==> src/rtl/cam_pixel_capture.sv <==
`timescale 1ns/1ps
// -----------------------------------------------------------------------------
// cam_pixel_capture
//
// Purpose:
//   Front end of the camera/VGA pipeline. Pairs the OV7670 RGB565 byte stream
//   (QCIF, 176x144) into RGB444 pixels and drives the write port of the
//   12-bit x 15-bit camera frame buffer. While capturing, it counts how many
//   pixels inside the central inspection window have a clearly dominant
//   channel. At every frame end it publishes the winning colour as a 2-bit code.
//
// Ports:
//   Clock          in   1   camera pixel clock (PCLK), the only clock
//   Reset          in   1   synchronous, active-high reset
//   Href           in   1   line valid from the camera
//   Vsync          in   1   frame sync, high during vertical blanking
//   Data           in   8   camera byte bus
//   Pause          in   1   1 = hold off buffer writes (capture/classify go on)
//   PixelData      out  12  RGB444 pixel {R,G,B}
//   PixelAddr      out  15  frame buffer address, y*H_PIXELS + x
//   PixelWrite     out  1   one-cycle write strobe
//   FrameDone      out  1   one-cycle pulse at end of frame
//   PromedioColor  out  2   00 none, 01 red, 10 green, 11 blue
//
// Build option:
//   CAPTURE_TEST_PATTERN_EN - when defined, PixelData carries eight vertical
//   colour bars selected by x[7:5] instead of camera data. Timing, addressing,
//   Pause and classification behave exactly as with camera data.
// -----------------------------------------------------------------------------
module cam_pixel_capture #(
  parameter int H_PIXELS   = 176,
  parameter int V_LINES    = 144,
  parameter int WIN_X0     = 37,
  parameter int WIN_X1     = 138,
  parameter int WIN_Y0     = 21,
  parameter int WIN_Y1     = 104,
  parameter int DOM_MARGIN = 2,
  parameter int MIN_COUNT  = 256
) (
  input  logic        Clock,
  input  logic        Reset,
  input  logic        Href,
  input  logic        Vsync,
  input  logic [7:0]  Data,
  input  logic        Pause,
  output logic [11:0] PixelData,
  output logic [14:0] PixelAddr,
  output logic        PixelWrite,
  output logic        FrameDone,
  output logic [1:0]  PromedioColor
);

  localparam int XW = $clog2(H_PIXELS + 1);
  localparam int YW = $clog2(V_LINES + 1);
  localparam int CW = 14;

  localparam logic [XW-1:0] X_LIMIT    = XW'(H_PIXELS);
  localparam logic [YW-1:0] Y_LIMIT    = YW'(V_LINES);
  localparam logic [XW-1:0] WIN_X_LO   = XW'(WIN_X0);
  localparam logic [XW-1:0] WIN_X_HI   = XW'(WIN_X1);
  localparam logic [YW-1:0] WIN_Y_LO   = YW'(WIN_Y0);
  localparam logic [YW-1:0] WIN_Y_HI   = YW'(WIN_Y1);
  localparam logic [4:0]    MARGIN5    = 5'(DOM_MARGIN);
  localparam logic [CW-1:0] CNT_MAX    = '1;
  localparam logic [CW-1:0] MIN_CNT    = CW'(MIN_COUNT);
  localparam logic [14:0]   ROW_STRIDE = 15'(H_PIXELS);

  typedef enum logic [1:0] {
    WAIT_FRAME = 2'd0,
    IDLE       = 2'd1,
    BYTE1      = 2'd2,  // first byte held, waiting for the second
    BYTE0      = 2'd3   // pixel just completed, next byte is a first byte
  } stateT;

  stateT stateReg, stateNext;

  // Href, Vsync and Data share one register stage so that the byte seen
  // by the state machine is always the one that arrived with that Href.
  logic        hrefReg, hrefPrev;
  logic        vsyncReg, vsyncPrev;
  logic [7:0]  dataReg;
  logic [7:0]  firstByteReg;
  logic [XW-1:0] xReg;
  logic [YW-1:0] yReg;

  logic vsyncRise, vsyncFall, hrefFall;
  logic latchFirst, pixelDone, posClear, lineEnd, frameEnd;
  logic inFrame, inWindow, countEn;

  logic [11:0] camRgb, pixRgb;
  logic [3:0]  pixR, pixG, pixB;
  logic [2:0]  domVec;
  logic [14:0] addrCalc;
  logic [CW-1:0] chanCount [3];
  logic [1:0]  colourCode;

  // ---------------------------------------------------------------------------
  // Sync edge detection
  // ---------------------------------------------------------------------------
  assign vsyncRise = vsyncReg  & ~vsyncPrev;
  assign vsyncFall = ~vsyncReg & vsyncPrev;
  assign hrefFall  = ~hrefReg  & hrefPrev;

  // ---------------------------------------------------------------------------
  // FSM: state register
  // ---------------------------------------------------------------------------
  always_ff @(posedge Clock) begin
    if (Reset) begin
      stateReg <= WAIT_FRAME;
    end else begin
      stateReg <= stateNext;
    end
  end

  // ---------------------------------------------------------------------------
  // FSM: next state. A Vsync rise aborts whatever is in progress.
  // ---------------------------------------------------------------------------
  always_comb begin
    stateNext = stateReg;
    if (vsyncRise) begin
      stateNext = WAIT_FRAME;
    end else begin
      case (stateReg)
        WAIT_FRAME: if (vsyncFall) stateNext = IDLE;
        IDLE:       if (hrefReg) stateNext = BYTE1;
        BYTE1:      stateNext = hrefReg ? BYTE0 : IDLE;  // Href low drops an unpaired byte
        BYTE0:      stateNext = hrefReg ? BYTE1 : IDLE;
        default:    stateNext = WAIT_FRAME;
      endcase
    end
  end

  // ---------------------------------------------------------------------------
  // FSM: control outputs
  // ---------------------------------------------------------------------------
  always_comb begin
    latchFirst = 1'b0;
    pixelDone  = 1'b0;
    posClear   = 1'b0;
    lineEnd    = 1'b0;
    if (!vsyncRise) begin
      case (stateReg)
        WAIT_FRAME:  posClear   = vsyncFall;
        IDLE, BYTE0: latchFirst = hrefReg;
        BYTE1:       pixelDone  = hrefReg;
        default:     latchFirst = 1'b0;
      endcase
      lineEnd = hrefFall && (stateReg != WAIT_FRAME);
    end
  end

  // A frame only counts as finished if at least one line was closed.
  assign frameEnd = vsyncRise && (yReg != '0);

  // ---------------------------------------------------------------------------
  // Pixel formation
  // ---------------------------------------------------------------------------
  // b1 = RRRRRGGG, b2 = GGGBBBBB; keep the top 4 bits of each channel.
  assign camRgb = {firstByteReg[7:4], firstByteReg[2:0], dataReg[7], dataReg[4:1]};

`ifdef CAPTURE_TEST_PATTERN_EN
  logic [7:0]  barX;
  logic [11:0] barRgb;

  assign barX = 8'(xReg);

  always_comb begin
    case (barX[7:5])
      3'd0:    barRgb = 12'h000;
      3'd1:    barRgb = 12'hF00;
      3'd2:    barRgb = 12'h0F0;
      3'd3:    barRgb = 12'h00F;
      3'd4:    barRgb = 12'hFF0;
      3'd5:    barRgb = 12'h0FF;
      3'd6:    barRgb = 12'hF0F;
      default: barRgb = 12'hFFF;
    endcase
  end

  assign pixRgb = barRgb;
`else
  assign pixRgb = camRgb;
`endif

  assign pixR = pixRgb[11:8];
  assign pixG = pixRgb[7:4];
  assign pixB = pixRgb[3:0];

  assign inFrame  = (xReg < X_LIMIT) && (yReg < Y_LIMIT);
  assign inWindow = (xReg >= WIN_X_LO) && (xReg <= WIN_X_HI) &&
                    (yReg >= WIN_Y_LO) && (yReg <= WIN_Y_HI);
  assign countEn  = pixelDone && inWindow;

  // Only evaluated while x and y are inside the frame, so it stays <= 25343.
  always_comb begin
    addrCalc = 15'(yReg) * ROW_STRIDE + 15'(xReg);
  end

  // Dominance: channel >= other + margin, done in 5 bits so 15+2 cannot wrap.
  always_comb begin
    logic [4:0] r5, g5, b5;
    r5 = {1'b0, pixR};
    g5 = {1'b0, pixG};
    b5 = {1'b0, pixB};
    domVec[0] = (r5 >= g5 + MARGIN5) && (r5 >= b5 + MARGIN5);
    domVec[1] = (g5 >= r5 + MARGIN5) && (g5 >= b5 + MARGIN5);
    domVec[2] = (b5 >= r5 + MARGIN5) && (b5 >= g5 + MARGIN5);
  end

  // ---------------------------------------------------------------------------
  // Capture datapath and buffer write port
  // ---------------------------------------------------------------------------
  always_ff @(posedge Clock) begin
    if (Reset) begin
      hrefReg       <= 1'b0;
      hrefPrev      <= 1'b0;
      vsyncReg      <= 1'b0;
      vsyncPrev     <= 1'b0;
      dataReg       <= '0;
      firstByteReg  <= '0;
      xReg          <= '0;
      yReg          <= '0;
      PixelWrite    <= 1'b0;
      PixelData     <= '0;
      PixelAddr     <= '0;
      FrameDone     <= 1'b0;
      PromedioColor <= 2'b00;
    end else begin
      hrefReg   <= Href;
      hrefPrev  <= hrefReg;
      vsyncReg  <= Vsync;
      vsyncPrev <= vsyncReg;
      dataReg   <= Data;

      PixelWrite <= 1'b0;
      FrameDone  <= 1'b0;

      if (latchFirst) begin
        firstByteReg <= dataReg;
      end

      if (posClear) begin
        xReg <= '0;
        yReg <= '0;
      end else if (lineEnd) begin
        // Empty lines (x still 0) do not advance y.
        if (xReg != '0) begin
          xReg <= '0;
          if (yReg != Y_LIMIT) begin
            yReg <= yReg + 1'b1;
          end
        end
      end else if (pixelDone) begin
        if (inFrame) begin
          PixelWrite <= !Pause;
          PixelData  <= pixRgb;
          PixelAddr  <= addrCalc;
        end
        if (xReg != X_LIMIT) begin
          xReg <= xReg + 1'b1;
        end
      end

      if (frameEnd) begin
        FrameDone     <= 1'b1;
        PromedioColor <= colourCode;
      end
    end
  end

  // ---------------------------------------------------------------------------
  // Per-channel dominance counters (0 = R, 1 = G, 2 = B). They clear on the
  // cycle after the frame result is published.
  // ---------------------------------------------------------------------------
  genvar gi;
  generate
    for (gi = 0; gi < 3; gi++) begin : gChanCount
      logic [CW-1:0] countReg;

      always_ff @(posedge Clock) begin
        if (Reset || FrameDone) begin
          countReg <= '0;
        end else if (countEn && domVec[gi] && (countReg != CNT_MAX)) begin
          countReg <= countReg + 1'b1;
        end
      end

      assign chanCount[gi] = countReg;
    end
  endgenerate

  // ---------------------------------------------------------------------------
  // Frame result: largest count wins, ties go R then G then B.
  // ---------------------------------------------------------------------------
  always_comb begin
    logic [CW-1:0] best;
    if ((chanCount[0] >= chanCount[1]) && (chanCount[0] >= chanCount[2])) begin
      best       = chanCount[0];
      colourCode = 2'b01;
    end else if (chanCount[1] >= chanCount[2]) begin
      best       = chanCount[1];
      colourCode = 2'b10;
    end else begin
      best       = chanCount[2];
      colourCode = 2'b11;
    end
    if (best < MIN_CNT) begin
      colourCode = 2'b00;
    end
  end

endmodule

==> config.mk <==
export PLATFORM = sky130hd
export DESIGN_NAME = cam_pixel_capture
export DESIGN_NICKNAME = d
export VERILOG_FILES = /design/src/rtl/cam_pixel_capture.sv
export SDC_FILE = /design/constraint.sdc
export NUM_CORES = 1
export LEC_CHECK = 0
export BUFFER_PORTS_ARGS = -buffer_cell sky130_fd_sc_hd__buf_2
export CAP_MARGIN = 20
export CORE_UTILIZATION = 31
export CTS_CLUSTER_DIAMETER = 100
export DETAILED_ROUTE_END_ITERATION = 8
export PLACE_DENSITY_LB_ADDON = 0.15
export SYNTH_ARGS = -nofsm -noshare
export SYNTH_HDL_FRONTEND = slang
export SYNTH_SLANG_ARGS = --single-unit
==> constraint.sdc <==
create_clock -name Clock -period 3.26 [get_ports Clock]
set_clock_uncertainty 0.1 [all_clocks]
set_input_delay 0.489 -clock Clock [delete_from_list [all_inputs] [get_ports Clock]]
set_output_delay 0.489 -clock Clock [all_outputs]
set_load 0.1 [all_outputs]
==> impl_metrics.toml, run 1 <==
[status]
status = "completed"

[clock_tree]
htreeDepth = 3
cts_buffer_depth = 2
cts_tree = "built"
clk_pin_slew_ns = 0.08
cts_hold_buf = 0
cts.sinks = 110
clock_latency_ns = 0.35
cts_root_buf = "clkbuf_16"
cts_buffers = 9

[yosys]
yosysTopAreaCell = "dfxtp_1"
synth.cell_area_mm2 = 0.007174
syn-instance-count = 861
synth_top_area_frac = 0.3069
async_flop_share = 0
synth.area.top_cells = "dfxtp_1, ha_1, nand2_1"
seq_area_frac_synth = 0.3069
ys_types = 58
synth_top_flop_cell = "dfxtp_1"
post-synth-top-count-cell = "dfxtp_1"
ys.warnings.count = 0
synth_nets = 979
synth_edf_count = 0
avgSynthCellArea_um2 = 8.333
ys_ff_latch = 110
synthTopCellsByCount = "dfxtp_1, ha_1, nand2_1"

[setup_path]
crit_type = "reg2reg"
crit_top_cell = "a311o_1"
critPathSlowestCell = "or4_4"
critPathCapture = "gChanCount[1].countReg[13]"
critPathRequiredTime_ns = 3.44
critPathMaxStageDelay_ns = 0.59
worst-path-max-fanout = 9
critPathLaunchType = "register"
r2r_cells = 10
setup.worst_path.start = "yReg[1]"
critPathCaptureType = "register"
r2r_setup_slack_ns = 0.14
timing.rr.start = "yReg[1]"
crit_arrival_ns = 3.30
reg2reg_to = "gChanCount[1].countReg[13]"
worstPathCellList = "inv_1 -> ha_1 -> nand2b_1 -> a21o_1 -> a311o_1 -> a311o_1 -> buf_4 -> or4_4 -> or4_1 -> a21oi_1"

[sta]
post-route-period-util = 0.9572
hold_viol = 0
fin_setup_tns_ns = 0
max_freq_mhz = 320.5
whs_ns = 0.1879
maxSlewViolCount = 0
slew_headroom = 0.4465
fin_crit_ns = 3.121
worst_slew_pin_slew_ns = 0.8303
finalSetupViolations = 0
rsz0062_at_grt = "false"

[pwr]
irDropWorstVdd_uv = 318.2
power_leakage_nw = 3.459
power.density_mw_per_mm2 = 321.9

[detailed_routing]
vias_per_cell = 5.082
drt_first_pass_iters = 5
ant_nets = 0
m1WireLength_um = 9408
vias = 6063
route.met3.wl_um = 741
highest_layer = "met4"
route.met2.wl_um = 8005
drt_iter0_markers = 269
wire_per_inst_um = 15.40
drc = 0
drt_wl_total_um = 18380

[layout]
diodes = 0
finalNetCount = 1021
layoutNonFillerInstCount = 1193
drive_gt1_frac = 0.1123
syn2layout_area_growth_pct = 13.17

[floorplan]
fp.dieH_um = 154.1
rows = 55
dieArea_mm2 = 0.02376
start_util = 0.3169
core_area_mm2 = 0.02264
die_w_um = 154.1
io_pins = 44

[placed_design]
dp.cells = 1175
post-dp-hpwl_um = 13880
port_buffers = 43
globalplace.congestion = 0.7831

[global_routing]
grt_max_degree = 40
grt_pass1_vias = 5720
grt_usage = 0.1593
grt_pass1_wl_um = 30180
overflow = 0
antenna_found_initial = 0

[flow_run]
max_cap_viol_count = 0

[hold_path]
hold_depth = 2
hp-class = "in2reg"
## routing by layer
layer  track usage  vias to the layer above
met5             0                        -
met4       0.03857                        0
met3       0.03269                       15
met2        0.2513                       99
met1        0.2207                     2791
li1              -                     3158
## state kept, by name (all words and copies together) (netlist names)
register / count
dataReg: 8
vsyncPrev: 1
PixelWrite: 1
PromedioColor: 2
PixelAddr: 15
FrameDone: 1
gChanCount.countReg: 42
hrefPrev: 1
hrefReg: 1
xReg: 8
vsyncReg: 1
PixelData: 12
firstByteReg: 7
stateReg: 2
yReg: 8
## power by group
group	internal (mW)	switching (mW)	total (mW)	leakage, nW
sequential	1.35	0.00683	1.36	0.890
combinational	0.0349	0.0607	0.0957	2.42
clock	0.623	0.538	1.16	0.145
total	2.01	0.605	2.61	3.46
## area by class of cell
| type | instances | area [um2] |
|---|---|---|
| clock buffer | 10 | 239.0 |
| clock inverter | 6 | 67.56 |
| fill | 2352 | 14520 |
| inverter | 58 | 217.7 |
| multi-input combinational | 659 | 4639 |
| sequential | 110 | 2206 |
| tap | 285 | 356.6 |
| timing repair buffer | 65 | 392.9 |
## metrics by stage
stage	cell area (um2)	util	total power, mW	setup slack [ns]
after floorplan	7174	-	1.452	0.3866
final	8119	0.3586	2.614	0.1395
after global placement	7774	0.3434	1.487	0.1866
after global routing	8119	0.3586	2.719	0.002182
after CTS	8080	0.3569	2.666	0.1333
after detailed placement	7774	0.3434	1.487	0.1719
## worst max-delay path: cells and delay by family, from the launching register on
kind / cells / cell delay [ns]
AO/OA/AOI/OAI: 4 / 1.07
AND/OR/NAND/NOR: 3 / 1.08
adder cells (fa/ha/maj): 1 / 0.15
flip-flops: 1 / 0.37
buffers and inverters: 2 / 0.27
## layout by cell type (no fill, tap or decap), types with 19 or more instances in the layout
cell / synthesis / final
dfxtp_1: 110 / 107
ha_1: 99 / 99
nand2_1: 95 / 95
a21oi_1: 68 / 68
inv_1: 58 / 58
nor2_1: 57 / 56
buf_2: 2 / 43
o21ai_0: 32 / 31
nand3_1: 25 / 25
buf_4: 0 / 21
xnor2_1: 20 / 19
nor3_1: 19 / 19
## logic make-up (layout without fill, tap and decap cells)
logic type               count (synthesis)  after routing  share of synthesized area
XOR/XNOR                                36             36                    0.04395
adder cells (fa/ha/maj)                105            105                     0.1894
AO/OA/AOI/OAI                          184            184                     0.1636
buffers and inverters                   92            139                    0.04953
AND/OR/NAND/NOR                        321            321                     0.2285
flip-flops                             110            110                     0.3069
multiplexers                            13             13                    0.01814
## worst min-delay path by stage
stage	from	to	slack (ns)
after floorplan	dataReg[0]	firstByteReg[0]	0.34
after global placement	dataReg[5]	firstByteReg[5]	0.34
after detailed placement	PixelAddr[5]	PixelAddr[5]	0.35
after CTS	Pause	PixelWrite	0.18
after global routing	Pause	PixelWrite	0.18
final	Pause	PixelWrite	0.19
## what timing repair did
action / in CTS / in global routing
buffers inserted: 0 / 2
resized for setup: 0 / 7
endpoints found under the setup margin: 0 / 7
Power figures use the tool's default switching activity.
==> inputs of run 2 (changes only) <==
--- a/config.mk
+++ b/config.mk
@@ -10,7 +10,7 @@
 export CORE_UTILIZATION = 31
 export CTS_CLUSTER_DIAMETER = 100
 export DETAILED_ROUTE_END_ITERATION = 8
-export PLACE_DENSITY_LB_ADDON = 0.15
+export PLACE_DENSITY = 0.52
 export SYNTH_ARGS = -nofsm -noshare
 export SYNTH_HDL_FRONTEND = slang
 export SYNTH_SLANG_ARGS = --single-unit
==> impl_metrics.toml, run 2 (same netlist as run 1, synthesis figures left out) <==
[layout]
final_cell_mix = "dfxtp_1, ha_1, nand2_1"
drive_gt1_frac = 0.1075
largest_reg_flops = 42
layout_commonest_cell = "dfxtp_1"
final_util = 0.3583
finalNetCount = 1015
syn2layout_area_growth_pct = 13.06
regMostFlops = "gChanCount.countReg"
largestRegisters = "gChanCount.countReg (42), PixelAddr (15), PixelData (12)"
diodes = 0

[floorplan]
io_pins = 44
core_area_mm2 = 0.02264
dieArea_mm2 = 0.02376
fp.dieH_um = 154.1
die_w_um = 154.1
start_util = 0.3169
rows = 55

[sta]
hold_viol = 0
fin_setup_tns_ns = 0
slew_headroom = 0.4696
maxSlewViolCount = 0
whs_ns = 0.1833
fin_crit_ns = 3.019
finalSetupViolations = 0
rsz0062_at_grt = "false"
max_freq_mhz = 331.2
post-route-period-util = 0.9260
worst_slew_pin_slew_ns = 0.7956

[setup_path]
worst-path-max-fanout = 25
crit_type = "reg2reg"
critPathRequiredTime_ns = 3.44
critPathLaunchType = "register"
critPathCaptureType = "register"
crit_arrival_ns = 3.20

[pwr]
irDropWorstVdd_uv = 244.2
seq_power_share = 0.489
power.density_mw_per_mm2 = 342.4
p_switching_mw = 0.6253
pwr-share-comb = 0.034
power_leakage_nw = 3.451
swShare = 0.2252
internal-power_mw = 2.152
pwr-share-clk = 0.477

[status]
status = "completed"

[global_routing]
antenna_found_initial = 0
grt_max_degree = 56
overflow = 0
grt_usage = 0.1561
grt_pass1_wl_um = 29910
grt_pass1_vias = 5838

[clock_tree]
clock_latency_ns = 0.36
cts_root_buf = "clkbuf_16"
cts_tree = "built"
htreeDepth = 3
cts_setup_buffers = 0
cts_buffers = 9
cts_buffer_depth = 2
clk_pin_slew_ns = 0.08
cts.sinks = 110
cts_hold_buf = 0

[detailed_routing]
drc = 0
drt_iter0_markers = 257
ant_nets = 0
vias_per_cell = 5.061
wire_per_inst_um = 14.93
vias = 6007
drt_wl_total_um = 17720
drt_first_pass_iters = 5

[flow_run]
max_cap_viol_count = 0

[hold_path]
hp-class = "in2reg"

[placed_design]
post-dp-hpwl_um = 13220
port_buffers = 43
globalplace.congestion = 0.7881
## run 2: worst paths after layout
path / from / to / slack [ns] / cells after the start
max: yReg[1] / gChanCount[0].countReg[7] / 0.24 / 10
min: Pause / PixelWrite / 0.18 / 2
max reg2reg: yReg[1] / gChanCount[0].countReg[7] / 0.24 / 10
min reg2reg: PixelAddr[7] / PixelAddr[7] / 0.36 / 2
## run 2: routing by layer
layer  routed length (um)  global-route usage  vias to the layer above
met2                 7706              0.2444                       96
met4                  159             0.04000                        0
met3                  716             0.02988                        8
li1                     -                   -                     3150
met5                    0                   0                        -
met1                 9139              0.2184                     2753
## run 2: power by group through the flow
stage               sequential (mW)  clock, mW  combinational, mW
finish                         1.36       1.32             0.0957
global route                   1.36       1.40              0.108
detailed placement             1.39          0             0.0968
CTS                            1.36       1.36             0.0972
floorplan                      1.39          0             0.0614
global placement               1.39          0             0.0963
## run 2: final cells by class
type | count | area (um2)
multi-input cells | 659 | 4642
flip-flops and latches | 110 | 2206
fillers | 2331 | 14530
clock inverters | 7 | 128.9
repair buffers | 59 | 335.3
well taps | 285 | 356.6
inverters | 58 | 217.7
clock buffers | 9 | 225.2
## run 2: repair_timing
item                                    CTS  global route
hold endpoints to repair                  0             0
endpoints found under the setup margin    0             7
resized for setup                         0             7
## run 2: metrics by stage
step | setup WS (ns) | cell area, um2 | std cells | total power [mW]
after detailed placement | 0.1795 | 7731 | 1171 | 1.486
after global placement | 0.2361 | 7731 | 1171 | 1.486
final | 0.2411 | 8112 | 1187 | 2.777
after global routing | 0.04389 | 8112 | 1187 | 2.866
after CTS | 0.1349 | 8085 | 1187 | 2.811
after floorplan | 0.3866 | 7174 | 861 | 1.452
## run 2: worst max-delay path, cell delays in order (launching register included)
cell and delay, ns:
dfxtp_1 0.35, inv_1 0.11, ha_1 0.15, nand2b_1 0.05
a21o_1 0.17, a311o_1 0.38, a311o_1 0.36, or4_1 0.42
buf_4 0.22, or4_1 0.48, a21oi_1 0.14
